File: src/rtl/ks_voice_sequencer.sv
// ks_voice_sequencer
//
// Per-voice note sequencer for the plucked-string loop. A note request is
// checked against the minimum loop length and then walks through
// LOOKUP -> EXCITE -> SUSTAIN -> RELEASE -> IDLE:
//   LOOKUP  : one cycle; the registered lutDelay has reached the
//             combinational delay-to-gain LUT, and its answer is captured.
//   EXCITE  : the delay line is filled with noise for exactly delay samples.
//   SUSTAIN : the string rings with the LUT gain until noteOff or timeout.
//   RELEASE : heavy damping gain for RELEASE_TICKS samples, then IDLE.
//
// Ports
//   clk, reset    system clock, synchronous active-high reset
//   sampleTick    one-cycle pulse per audio sample
//   noteOn        note request strobe, noteDelay sampled with it
//   noteOff       note release strobe
//   noteDelay     requested loop length (DELAY_W)
//   lutMul        gain returned by the LUT for lutDelay (GAIN_W)
//   lutDelay      loop length presented to the LUT
//   delayLen      active loop length for the delay line
//   filterGain    loop filter multiplier
//   exciteEn      delay line writes noise instead of feedback
//   voiceActive   high in EXCITE, SUSTAIN and RELEASE
//   busy          high in every state except IDLE
//   noteReject    one-cycle pulse when a note request is refused
//
// All outputs are registered.

module ks_voice_sequencer #(
  parameter int                DELAY_W       = 10,
  parameter int                GAIN_W        = 11,
  parameter int                MIN_DELAY     = 16,
  parameter int                SUSTAIN_W     = 20,
  parameter int                SUSTAIN_MAX   = 96000,
  parameter int                RELEASE_TICKS = 4800,
  parameter logic [GAIN_W-1:0] RELEASE_GAIN  = 11'h3C0
) (
  input  logic               clk,
  input  logic               reset,
  input  logic               sampleTick,
  input  logic               noteOn,
  input  logic               noteOff,
  input  logic [DELAY_W-1:0] noteDelay,
  input  logic [GAIN_W-1:0]  lutMul,
  output logic [DELAY_W-1:0] lutDelay,
  output logic [DELAY_W-1:0] delayLen,
  output logic [GAIN_W-1:0]  filterGain,
  output logic               exciteEn,
  output logic               voiceActive,
  output logic               busy,
  output logic               noteReject
);

  typedef enum logic [2:0] {
    IDLE    = 3'd0,
    LOOKUP  = 3'd1,
    EXCITE  = 3'd2,
    SUSTAIN = 3'd3,
    RELEASE = 3'd4
  } state_t;

  localparam logic [DELAY_W-1:0]   MIN_DELAY_V  = DELAY_W'(MIN_DELAY);
  localparam logic [SUSTAIN_W-1:0] SUSTAIN_LAST = SUSTAIN_W'(SUSTAIN_MAX - 1);
  localparam logic [SUSTAIN_W-1:0] RELEASE_LAST = SUSTAIN_W'(RELEASE_TICKS - 1);

  state_t               state;
  logic [DELAY_W-1:0]   delay_reg;
  logic [SUSTAIN_W-1:0] tick_cnt;
  logic                 pending_off;

  logic                 req_valid;
  logic                 start;
  logic                 reject;
  logic                 off_eff;
  logic [SUSTAIN_W-1:0] excite_last;

  assign req_valid = (noteDelay >= MIN_DELAY_V);

  // A new note may start from IDLE or retrigger from SUSTAIN/RELEASE; while
  // the LUT answer or the noise burst is in flight every request is refused.
  assign start  = noteOn && req_valid &&
                  (state == IDLE || state == SUSTAIN || state == RELEASE);
  assign reject = noteOn && (!req_valid || state == LOOKUP || state == EXCITE);

  // noteOn takes precedence: a noteOff arriving with it is dropped.
  assign off_eff = noteOff && !noteOn;

  // Excite leaves on the tick whose count equals delay-1, so the noise burst
  // lasts exactly delay samples and the counter never wraps.
  assign excite_last = SUSTAIN_W'(delay_reg) - SUSTAIN_W'(1);

  always_ff @(posedge clk) begin
    if (reset) begin
      state       <= IDLE;
      delay_reg   <= '0;
      tick_cnt    <= '0;
      pending_off <= 1'b0;
      lutDelay    <= '0;
      delayLen    <= '0;
      filterGain  <= '0;
      exciteEn    <= 1'b0;
      voiceActive <= 1'b0;
      busy        <= 1'b0;
      noteReject  <= 1'b0;
    end else begin
      noteReject <= reject;
      if (start) begin
        // filterGain keeps its value until LOOKUP captures the new LUT gain.
        state       <= LOOKUP;
        delay_reg   <= noteDelay;
        lutDelay    <= noteDelay;
        delayLen    <= noteDelay;
        tick_cnt    <= '0;
        pending_off <= 1'b0;
        exciteEn    <= 1'b0;
        voiceActive <= 1'b0;
        busy        <= 1'b1;
      end else begin
        case (state)
          IDLE: begin
          end

          LOOKUP: begin
            filterGain  <= lutMul;
            tick_cnt    <= '0;
            exciteEn    <= 1'b1;
            voiceActive <= 1'b1;
            state       <= EXCITE;
            if (off_eff) pending_off <= 1'b1;
          end

          EXCITE: begin
            if (off_eff) pending_off <= 1'b1;
            if (sampleTick) begin
              if (tick_cnt == excite_last) begin
                tick_cnt <= '0;
                exciteEn <= 1'b0;
                if (pending_off || off_eff) begin
                  state       <= RELEASE;
                  filterGain  <= RELEASE_GAIN;
                  pending_off <= 1'b0;
                end else begin
                  state <= SUSTAIN;
                end
              end else begin
                tick_cnt <= tick_cnt + SUSTAIN_W'(1);
              end
            end
          end

          SUSTAIN: begin
            if (off_eff || (sampleTick && tick_cnt == SUSTAIN_LAST)) begin
              state       <= RELEASE;
              filterGain  <= RELEASE_GAIN;
              tick_cnt    <= '0;
              pending_off <= 1'b0;
            end else if (sampleTick) begin
              tick_cnt <= tick_cnt + SUSTAIN_W'(1);
            end
          end

          RELEASE: begin
            // delayLen and lutDelay keep the last note's length after release.
            if (sampleTick) begin
              if (tick_cnt == RELEASE_LAST) begin
                state       <= IDLE;
                tick_cnt    <= '0;
                filterGain  <= '0;
                exciteEn    <= 1'b0;
                voiceActive <= 1'b0;
                busy        <= 1'b0;
              end else begin
                tick_cnt <= tick_cnt + SUSTAIN_W'(1);
              end
            end
          end

          default: begin
            state <= IDLE;
          end
        endcase
      end
    end
  end

endmodule

File: config.mk
export PLATFORM = sky130hd
export DESIGN_NAME = ks_voice_sequencer
export DESIGN_NICKNAME = d
export VERILOG_FILES = /design/src/rtl/ks_voice_sequencer.sv
export SDC_FILE = /design/constraint.sdc
export NUM_CORES = 1
export LEC_CHECK = 0
export ABC_CLOCK_PERIOD_IN_PS = 3500
export BUFFER_PORTS_ARGS = -buffer_cell sky130_fd_sc_hd__buf_2
export CORE_MARGIN = 1.5
export CORE_UTILIZATION = 54
export DETAILED_ROUTE_END_ITERATION = 8
export HOLD_SLACK_MARGIN = 0.15
export MAX_ROUTING_LAYER = met4
export PLACE_DENSITY = 0.8
export SLEW_MARGIN = 30
export SYNTH_ARGS = -nofsm -noshare
export SYNTH_HDL_FRONTEND = slang
export SYNTH_SLANG_ARGS = --single-unit
export TNS_END_PERCENT = 30
File: constraint.sdc
create_clock -name clk -period 3.5 [get_ports clk]
set_input_delay 0.525 -clock clk [delete_from_list [all_inputs] [get_ports clk]]
set_output_delay 0.525 -clock clk [all_outputs]
set_load 0.02 [all_outputs]
==> metrics.md <==
| Metric | Value |
|---|---|
| Status | complete, no violations |
| Netlist Area Pre-Place | 0.00274 mm^2 |
| Filler instances | between 400 and 500 |
| Netlist cell types | 50 |
| Critical Path End Type | flip-flop |
| Sequential fraction of the synthesis area | 0.358 |
| Clk pin slew, worst setup/hold paths | roughly 0.090 ns |
| First-pass GRT wire length | ~11000 um |
| Hold WC Path Type | input port to flip-flop |
| Synth Area per Inst | approximately 8 um^2 |
| Post-synth EDFFs | 0 |
| Pwr/cell area | approximately 380 mW/mm^2 |
| Hold Violations, Final | 0 |
| Clock Latency Late Sink | about 0.30 ns |
| Synth-to-Final Area Change | 15.0% |
| Peak VDD IR | 0.000203 V |
| Row count | 25 |
| Die ar. | roughly 0.0055 mm^2 |
| DP Wirelength | approximately 4900 um |
| Starting DRT DRC Count | about 150 |
| Most frequent cells in the layout | buf_2, dfxtp_1, nor2_1 |
| Worst hold slack | 0.452 ns |
| Worst slew pin tran | approximately 0.66 ns |
| Post-CTS Setup Bufs | 0 |
| DRC violations left | 0 |
| Residual overflow from global routing | 0 |
| Nets | ~420 |
| H-tree levels | 2 |
| Clock sink count | 49 |
| # setup viols final | 0 |
| Critical Path Slowest Stage Cell | or3b_2 |
| Total Power | about 1.2 mW |
| Die height | around 74 um |
| YS warnings | 0 |
| Tmin final | between 3 and 4 ns |
| Mapped Cells | 346 |
| Critical path's top delay family | simple AND/OR/NAND/NOR gates |
| Fin. max-slew vios | 0 |
| TritonCTS buffer count | 5 |
| Crit-path cells | inv_1, ha_1, or3b_2, nor4_1, mux2_2, a2111oi_4, a211oi_4, buf_4, or3_1, a21oi_1 |
| Clock Skew | between 0.006 and 0.007 ns |
| CTS tree | done |
| Setup TNS | 0 ns |
| Port buffer count | 60 |
| Crit path max fanout | 18 |
| Crit path required time | 3.74 ns |
| Routed via count | 2673 |
| P_leak | 1.29 nW |
| Pin count of the biggest net entering global routing | 27 |
| Clock Path Buffers | 2 |
| Relative slew slack | 0.556 |
| Final wirelength | about 6800 um |
| Asr flop ratio synth | 0 |
| Vias per inst | a little under 6 |
| CP peak stage delay | ~0.51 ns |
| Synth Flop Type | dfxtp_1 |
| RD Place Congestion | about 0.9 |
| # hold bufs at CTS | 0 |
| Vias in the first global route | around 2300 |
| Root Buffer | clkbuf_8 |
| Arrival time at the worst endpoint | approximately 3.5 ns |
| Initial antenna violation count | 0 |
| PostCTS Resize Cnt | 0 |
| Maxcap violations | 0 |
| Commonest non-fill, non-tap cell in the layout | buf_2 |
| Layout cells sized above 1 | 0.228 |
| Initial Utilization | 0.568 |
| Post-synth net total | about 370 |
| RSZ-0062 raised after global routing | false |
| CP bufs+invs | 2 |
| Max reg flops | 20 |
| Die W | approximately 74 um |
| Final ANT Viol Nets | 0 |
| I/O pin cnt | 61 |
| Final period util | 0.938 |
| Fmax | 304 MHz |
| WL/cell | ~15 um |
| Yosys reg bits | 49 |
| Crit Path Class | flip-flop to flip-flop |
| Crit start category | flip-flop |
| All-layer global routing usage | 0.254 |
| Antenna cells | 0 |
| Core Region | about 0.0048 mm^2 |
| DRT Pass-1 Iters | 4 |
==> path summary, 6_finish.rpt <==
check	from	end	slack, ns	cells past startpoint
setup / recovery	delay_reg[1]	filterGain[6]	0.22	10
hold / removal	noteDelay[3]	delay_reg[3]	0.45	3
setup reg to reg	delay_reg[1]	filterGain[6]	0.22	10
hold reg to reg	filterGain[2]	filterGain[2]	0.48	2
==> area by class of cell <==
class                   instances  area (um^2)  area share
repair buffers                 71          383       0.122
multi-input cells             262         1590       0.506
clock inverters                 3         22.5     0.00715
inverters                       4         15.0     0.00477
flip-flops and latches         49          981       0.312
clock buffers                   5         68.8      0.0219
well taps                      67         83.8      0.0266
==> Yosys cell counts (all sizes together) (5+ instances only) <==
library cell	number	area, um^2
nand3	11	55.1
o21ai	32	164
xor2	15	131
nand4	15	93.8
nor2	40	150
mux2i	5	50.1
nor3	8	40.0
or3	5	31.3
xnor2	11	96.3
buf	14	91.3
nand2	23	86.3
nand2b	5	31.3
clkbuf	17	63.8
dfxtp	49	981
a21oi	30	150
==> worst register-to-register path, cell delays in order (launching register included) <==
cell and delay, ns:
dfxtp_1 0.36, inv_1 0.07, ha_1 0.21, or3b_2 0.51, nor4_1 0.23, mux2_2 0.40, a2111oi_4 0.45, a211oi_4 0.22
buf_4 0.25, or3_1 0.36, a21oi_1 0.15
==> where the power goes <==
part           internal, mW  switching, mW  total, mW
sequential            0.578         0.0228      0.601
combinational         0.103          0.160      0.263
clock                 0.142          0.197      0.339
total                 0.824          0.379       1.20
==> metal layers <==
| layer | vias up | GRT usage | share of wire |
|---|---|---|---|
| met5 | - | - | 0 |
| met2 | 111 | 0.417 | 0.47 |
| met4 | 0 | 0.0658 | 0.012 |
| met3 | 10 | 0.0379 | 0.063 |
| li1 | 1324 | - | - |
| met1 | 1228 | 0.327 | 0.45 |
==> stage by stage <==
stage,setup slack [ns],util,std cells,area [um^2]
6_report,0.216,0.654,461,3150
5_1_grt,0.0188,0.654,461,3150
4_1_cts,0.150,0.652,461,3140
3_5_place_dp,0.224,0.633,453,3050
3_3_place_gp,0.326,0.633,453,3050
2_1_floorplan,0.501,-,346,2740
==> kinds of logic after synthesis <==
logic type / Yosys count / synth area share
muxes: 6 / 0.0224
DFF: 49 / 0.358
and+or+nand+nor: 143 / 0.277
AOI/OAI and AO/OA: 85 / 0.187
xor gates and xnor gates: 26 / 0.0832
buffers and inverters: 35 / 0.0622
adders and majority gates: 2 / 0.00914
Note: power is estimated with default switching activity, not from simulation.
